### src/rtl/hangman_pkg.sv
// Shared definitions for the hangman controller: FSM state encoding,
// display codes and letter code width.
package hangman_pkg;
  localparam int CODE_W      = 5;
  localparam int NUM_LETTERS = 26;

  localparam logic [CODE_W-1:0] CODE_QMARK = 5'd26;
  localparam logic [CODE_W-1:0] CODE_BLANK = 5'd27;

  typedef enum logic [2:0] {
    ST_IDLE  = 3'd0,
    ST_LOAD  = 3'd1,
    ST_PLAY  = 3'd2,
    ST_CHECK = 3'd3,
    ST_EVAL  = 3'd4,
    ST_WIN   = 3'd5,
    ST_LOSE  = 3'd6
  } state_e;

  // Stored codes above the alphabet are spaces and never need guessing.
  function automatic logic is_space(input logic [CODE_W-1:0] c);
    return c >= CODE_W'(NUM_LETTERS);
  endfunction
endpackage

### src/rtl/hangman_frame_latch.sv
// frame_latch: registers vsync, detects its falling edge and holds the
// displayed slot codes so the picture only changes between frames.
module frame_latch
  import hangman_pkg::*;
#(
  parameter int WORD_LEN = 10
) (
  input  logic                              dclk,
  input  logic                              clr_n,
  input  logic                              vsync,
  input  logic [WORD_LEN-1:0][CODE_W-1:0]   live_code,
  output logic [CODE_W*WORD_LEN-1:0]        slot_code
);
  logic vs_q, vs_prev_q, fall;
  logic [WORD_LEN-1:0][CODE_W-1:0] code_q, code_d;

  // vsync is idle-high; two stages give a registered copy and its history.
  always_ff @(posedge dclk or negedge clr_n) begin
    if (!clr_n) begin
      vs_q      <= 1'b1;
      vs_prev_q <= 1'b1;
    end else begin
      vs_q      <= vsync;
      vs_prev_q <= vs_q;
    end
  end

  assign fall = vs_prev_q & ~vs_q;

  // Capture live codes only on a frame boundary.
  always_comb begin
    code_d = code_q;
    if (fall) code_d = live_code;
  end

  // Shadow register shows blanks out of reset.
  always_ff @(posedge dclk or negedge clr_n) begin
    if (!clr_n) code_q <= {WORD_LEN{CODE_BLANK}};
    else        code_q <= code_d;
  end

  assign slot_code = code_q;
endmodule

### src/rtl/hangman_ctrl.sv
// hangman_ctrl: word load, guess handling and slot-by-slot letter compare.
// Optional feature: define HANGMAN_REVEAL_ON_LOSE_EN to show the whole word
// once the game is lost.
module hangman_ctrl
  import hangman_pkg::*;
#(
  parameter int WORD_LEN = 10,
  parameter int MAX_MISS = 6
) (
  input  logic                       dclk,
  input  logic                       clr_n,
  input  logic                       new_game,
  input  logic                       word_wr,
  input  logic [CODE_W-1:0]          word_char,
  input  logic                       guess_valid,
  input  logic [CODE_W-1:0]          guess_letter,
  output logic                       guess_ready,
  input  logic                       vsync,
  output logic [CODE_W*WORD_LEN-1:0] slot_code,
  output logic [2:0]                 miss_cnt,
  output logic [2:0]                 state_o,
  output logic                       win,
  output logic                       lose
);
  localparam int               IDX_W      = (WORD_LEN > 1) ? $clog2(WORD_LEN) : 1;
  localparam logic [IDX_W-1:0] LAST_IDX   = IDX_W'(WORD_LEN - 1);
  localparam logic [2:0]       MISS_LIMIT = 3'(MAX_MISS);

  state_e                          state_q, state_d;
  logic [IDX_W-1:0]                idx_q, idx_d;
  logic [WORD_LEN-1:0][CODE_W-1:0] word_q, word_d;
  logic [WORD_LEN-1:0]             rev_q, rev_d;
  logic [NUM_LETTERS-1:0]          used_q, used_d;
  logic [2:0]                      miss_q, miss_d;
  logic [CODE_W-1:0]               guess_q, guess_d;
  logic                            hit_q, hit_d;
  logic [WORD_LEN-1:0]             space_m;
  logic [WORD_LEN-1:0][CODE_W-1:0] live_code;

  for (genvar i = 0; i < WORD_LEN; i++) begin : g_space
    assign space_m[i] = is_space(word_q[i]);
  end

  // Next-state: new_game overrides everything; CHECK walks one slot per cycle.
  always_comb begin
    state_d = state_q;
    idx_d   = idx_q;
    word_d  = word_q;
    rev_d   = rev_q;
    used_d  = used_q;
    miss_d  = miss_q;
    guess_d = guess_q;
    hit_d   = hit_q;
    if (new_game) begin
      state_d = ST_IDLE;
      idx_d   = '0;
      rev_d   = '0;
      used_d  = '0;
      miss_d  = '0;
      hit_d   = 1'b0;
    end else begin
      case (state_q)
        ST_IDLE: if (word_wr) begin
          word_d[0] = word_char;
          idx_d     = IDX_W'(1);
          state_d   = (WORD_LEN == 1) ? ST_PLAY : ST_LOAD;
        end
        ST_LOAD: if (word_wr) begin
          word_d[idx_q] = word_char;
          if (idx_q == LAST_IDX) begin
            state_d = ST_PLAY;
            idx_d   = '0;
            rev_d   = '0;
            used_d  = '0;
            miss_d  = '0;
          end else begin
            idx_d = idx_q + IDX_W'(1);
          end
        end
        ST_PLAY: if (guess_valid && guess_letter < CODE_W'(NUM_LETTERS)
                     && !used_q[guess_letter]) begin
          used_d[guess_letter] = 1'b1;
          guess_d = guess_letter;
          idx_d   = '0;
          hit_d   = 1'b0;
          state_d = ST_CHECK;
        end
        ST_CHECK: begin
          if (word_q[idx_q] == guess_q) begin
            rev_d[idx_q] = 1'b1;
            hit_d        = 1'b1;
          end
          if (idx_q == LAST_IDX) begin
            idx_d   = '0;
            state_d = ST_EVAL;
          end else begin
            idx_d = idx_q + IDX_W'(1);
          end
        end
        ST_EVAL: begin
          if (hit_q) begin
            state_d = (&(rev_q | space_m)) ? ST_WIN : ST_PLAY;
          end else begin
            miss_d  = miss_q + 3'd1;
            state_d = (miss_d == MISS_LIMIT) ? ST_LOSE : ST_PLAY;
          end
        end
        default: ; // WIN and LOSE hold until new_game
      endcase
    end
  end

  // Controller state; reset aborts any load or compare in progress.
  always_ff @(posedge dclk or negedge clr_n) begin
    if (!clr_n) begin
      state_q <= ST_IDLE;
      idx_q   <= '0;
      word_q  <= '0;
      rev_q   <= '0;
      used_q  <= '0;
      miss_q  <= '0;
      guess_q <= '0;
      hit_q   <= 1'b0;
    end else begin
      state_q <= state_d;
      idx_q   <= idx_d;
      word_q  <= word_d;
      rev_q   <= rev_d;
      used_q  <= used_d;
      miss_q  <= miss_d;
      guess_q <= guess_d;
      hit_q   <= hit_d;
    end
  end

  // Live display code per slot, before frame latching.
  always_comb begin
    for (int i = 0; i < WORD_LEN; i++) begin
      live_code[i] = CODE_QMARK;
      if (state_q == ST_IDLE || state_q == ST_LOAD) live_code[i] = CODE_BLANK;
      else if (rev_q[i] || space_m[i])               live_code[i] = word_q[i];
`ifdef HANGMAN_REVEAL_ON_LOSE_EN
      else if (state_q == ST_LOSE)                   live_code[i] = word_q[i];
`else
      else                                           live_code[i] = CODE_QMARK;
`endif
    end
  end

  frame_latch #(.WORD_LEN(WORD_LEN)) u_frame (
    .dclk      (dclk),
    .clr_n     (clr_n),
    .vsync     (vsync),
    .live_code (live_code),
    .slot_code (slot_code)
  );

  assign guess_ready = (state_q == ST_PLAY);
  assign win         = (state_q == ST_WIN);
  assign lose        = (state_q == ST_LOSE);
  assign state_o     = state_q;
  assign miss_cnt    = miss_q;
endmodule

### config.mk
export PLATFORM = sky130hd
export DESIGN_NAME = hangman_ctrl
export DESIGN_NICKNAME = d
export VERILOG_FILES = /design/src/rtl/hangman_pkg.sv /design/src/rtl/hangman_frame_latch.sv /design/src/rtl/hangman_ctrl.sv
export SDC_FILE = /design/constraint.sdc
export NUM_CORES = 1
export LEC_CHECK = 0
export ABC_AREA = 1
export BUFFER_PORTS_ARGS = -buffer_cell sky130_fd_sc_hd__buf_2
export CAP_MARGIN = 40
export CORE_MARGIN = 2
export CORE_UTILIZATION = 25
export DETAILED_ROUTE_END_ITERATION = 10
export PLACE_DENSITY = 0.4
export SLEW_MARGIN = 40
export SYNTH_ARGS = -nofsm -noshare
export SYNTH_HDL_FRONTEND = slang
export SYNTH_SLANG_ARGS = --single-unit
### constraint.sdc
create_clock -name dclk -period 2.5 [get_ports dclk]
set_clock_uncertainty 0.05 [all_clocks]
set_input_delay 0.5 -clock dclk [delete_from_list [all_inputs] [get_ports dclk]]
set_output_delay 0.5 -clock dclk [all_outputs]
set_load 0.01 [all_outputs]
==> flow_summary_export.csv <==
group,metric,value,unit
detailed_routing,num_vias,6536,
final_layout,antenna_cells,0,
floorplan,rows,63,
timing,setup_tns,0,ns
power,pwr-share-comb,26.3,%
worst_setup_path,crit-reg2reg-launch,"idx_q[0]",
worst_setup_path,startpoint_type,"flop",
synth,avgSynthCellArea,8.08,sq um
final_layout,finalNetCount,1055,
synth,yosysSeqAreaShare,51.6,%
worst_setup_path,arrival,2.51,ns
worst_setup_path,cpPeakStageDelay,0.44,ns
final_layout,drive_gt1_share,20.5,%
worst_setup_path,crit_path_max_fanout,7,
synth,synth_seq_cells,154,
timing,rsz0062_at_grt,"false",
timing,maxSlewHeadroom,49.3,%
synth,ys_types,40,
global_routing,grt_antenna_before_repair,1,
final_layout,area_growth,20.9,%
synth,syn-cell-area,7580,sq um
power,cellLeakagePower,4.13,nW
synth,synthesis.nets,956,
worst_setup_path,cp_common_cell,"nand2_1",
worst_setup_path,slowest_stage,"dfrtp_1",
timing,max_freq,0.445,GHz
cts,numCtsBuffers,17,
power,sw_frac_of_total,36.6,%
timing,hold_viol,0,
min_path,hold_path_class,"input pin to asynchronous set/reset pin",
floorplan,start_util,25.5,%
detailed_routing,drc,0,
global_routing,grt_max_degree,56,
detailed_routing,wirelength,24.2,mm
power,clockPowerShare,34.0,%
power,peakVddDrop,0.000494,V
global_routing,grt_pass1_wl,38.8,mm
detailed_routing,drt-vias-per-instance,4.54,
worst_setup_path,cp.required,2.77,ns
floorplan,die_h,178,um
run_status,status,"finished, final reports clean",
timing,setup_violations,0,
timing,finalCritPeriodShare,90.0,%
synth,synth_edf_count,0,
synth,synthArstFlopShare,100,%
placed_design,io_buffers,74,
worst_setup_path,path_class,"flop to flop",
detailed_routing,postRouteAntennaNets,0,
placed_design,place_congestion,0.822,
synth,ys.flop_type,"dfrtp_1",
cts,hold_buffers,0,
cts,numClockSinks,154,
cts,clockBufferDepth,2,
timing,slew_viol_final,0,
floorplan,dieArea,31700,sq um
cts,clk_pin_slew,0.07,ns
detailed_routing,drt_iter0_drc,389,
power,power_frac_seq,39.7,%
floorplan,ios,75,
worst_setup_path,regToRegSetupSlack,0.25,ns
worst_setup_path,end_kind,"flop",
power,p_int,4.98,mW
cts,root_buffer,"clkbuf_16",
detailed_routing,wl_per_cell,16.8,um
placed_design,place_area,8560,sq um
cts,cts_tree,"built",
synth,ys.warnings.count,0,
floorplan,core_area,29700,sq um
worst_setup_path,reg2reg_depth,16,
global_routing,grt_pass1_vias,6565,
synth,syn-instance-count,938,
placed_design,dp_hpwl,17.7,mm
cts,h-tree-depth,4,
power,power.switching,2.88,mW
power,p_per_area,858,nW/um^2
final_layout,final_util,30.8,%
detailed_routing,drt_pass1_iterations,5,
worst_setup_path,timing.rr.end,"hit_q",
cts,clk_latency,0.43,ns
global_routing,overflow,0,
floorplan,dieWidth,178,um
final_layout,fin_area,9160,sq um
timing,worstMarginPinSlew,0.756,ns
worst_setup_path,path_cells,"inv_1 -> buf_4 -> nand2_1 -> nand2_1 -> nand2_1 -> nand2_1 -> nand2_1 -> nand3_1 -> nand2_1 -> nand2_1 -> nand3_1 -> o21bai_4 -> buf_4 -> nand2_1 -> nand2_1 -> nand2_1",
global_routing,grt_use_total,16.1,%
timing,min_period,2.25,ns
run,drv_cap,0,
## Yosys cell counts (all sizes together), types with 7 or more instances
cell      n  area share, %
nor2    101            5.6
o22a     10            1.2
nand3    33            2.3
o21ai   100            6.7
o22ai     7           0.58
buf      20            1.9
nand2   259             13
o211ai   11            1.1
dfrtp   112             37
nor3     18            1.5
dfstp    42             15
nand4    33            2.7
a31oi     8           0.66
inv     120            5.9
a21oi    44            3.1
## per-stage QoR
stage / hold slack, ns / total power [mW] / std cells / setup WS [ns]
3_3_place_gp: 0.325 / 5.25 / 1408 / 0.123
6_report: 0.00583 / 7.85 / 1440 / 0.251
4_1_cts: 0.0155 / 7.95 / 1440 / 0.233
5_1_grt: 0.0286 / 8.36 / 1440 / 0.0109
3_5_place_dp: 0.325 / 5.24 / 1408 / 0.153
2_1_floorplan: 0.154 / 4.39 / 938 / 0.575
## per-layer routing
metal / global-route usage (%) / wire length [um] / part of all wire [%] / up-vias
li1: - / - / - / 3270
met1: 22.2 / 11800 / 49 / 3098
met2: 25.3 / 10900 / 45 / 141
met3: 3.05 / 944 / 3.9 / 25
met5: 0 / 13 / 0.054 / -
met4: 5.29 / 585 / 2.4 / 2
## worst max path at each step
stage / startpoint / end / slack, ns / cells past startpoint
6_report: idx_q[0] / hit_q / 0.25 / 16
5_1_grt: idx_q[0] / hit_q / 0.01 / 16
4_1_cts: idx_q[0] / used_q[6] / 0.23 / 11
3_5_place_dp: guess_letter[0] / idx_q[3] / 0.15 / 13
3_3_place_gp: guess_letter[0] / idx_q[3] / 0.12 / 13
2_1_floorplan: guess_letter[4] / used_q[10] / 0.57 / 11
## power groups by stage
stage	clock network (mW)	logic, mW	registers [mW]
after floorplan	0	1.26	3.13
after global placement	0	2.09	3.17
after detailed placement	0	2.08	3.17
after CTS	2.74	2.08	3.12
after global routing	2.85	2.34	3.17
final	2.67	2.07	3.12
## layout make-up
class	count	area (sq um)
tap	390	488
clock inverter	12	125
timing repair buffer	106	654
clock buffer	20	467
sequential	154	3910
inverter	121	455
multi-input combinational	637	3060
fill	3216	20600
## worst max-delay path, delay by kind of cell (launching register included)
kind	cells	cell delay, ns
buf+inv	3	0.47
flops	1	0.44
compound gates	1	0.27
simple gates	12	0.89
## registers in the layout (all words and copies together) (netlist names)
signal and cells:
state_o 3, guess_q 5, u_frame.vs_q 1, rev_q 10
idx_q 4, word_q 50, u_frame.vs_prev_q 1, used_q 26
u_frame.slot_code 50, hit_q 1, miss_cnt 3
## logic make-up after synthesis
logic type                 synth area share (%)
AOI/OAI and AO/OA                          14.2
and+or+nand+nor                            25.5
muxes                                     0.132
adders and majority gates                 0.330
DFF                                        51.6
xor gates and xnor gates                  0.116
buffers and inverters                      8.16
## timing repair
action | 4_1_cts | 5_1_grt
resized for setup | 0 | 2
buffers inserted | 0 | 0
hold endpoints to repair | 0 | 0
setup endpoints to repair | 0 | 9
## cells in the final DEF, fill, tap and decap left out, drive strengths merged
master | netlist | routed
nand4 | 33 | 33
a31oi | 8 | 8
o211ai | 11 | 11
xnor2 | 1 | 1
nor2 | 101 | 101
ha | 2 | 2
clkbuf | 6 | 20
o22a | 10 | 10
dfstp | 42 | 42
inv | 120 | 126
o22ai | 7 | 7
o32a | 3 | 3
clkinv | 1 | 5
buf | 20 | 106
nor3 | 18 | 18
dfrtp | 112 | 112
a21oi | 44 | 44
nand3 | 33 | 33
bufinv | 0 | 1
clkinvlp | 0 | 1
a22o | 2 | 2
or2 | 2 | 2
o21ai | 100 | 100
a211oi | 1 | 1
o21bai | 1 | 1
mux2i | 1 | 1
nand2 | 259 | 259
Note: power is estimated with default switching activity, not from simulation.
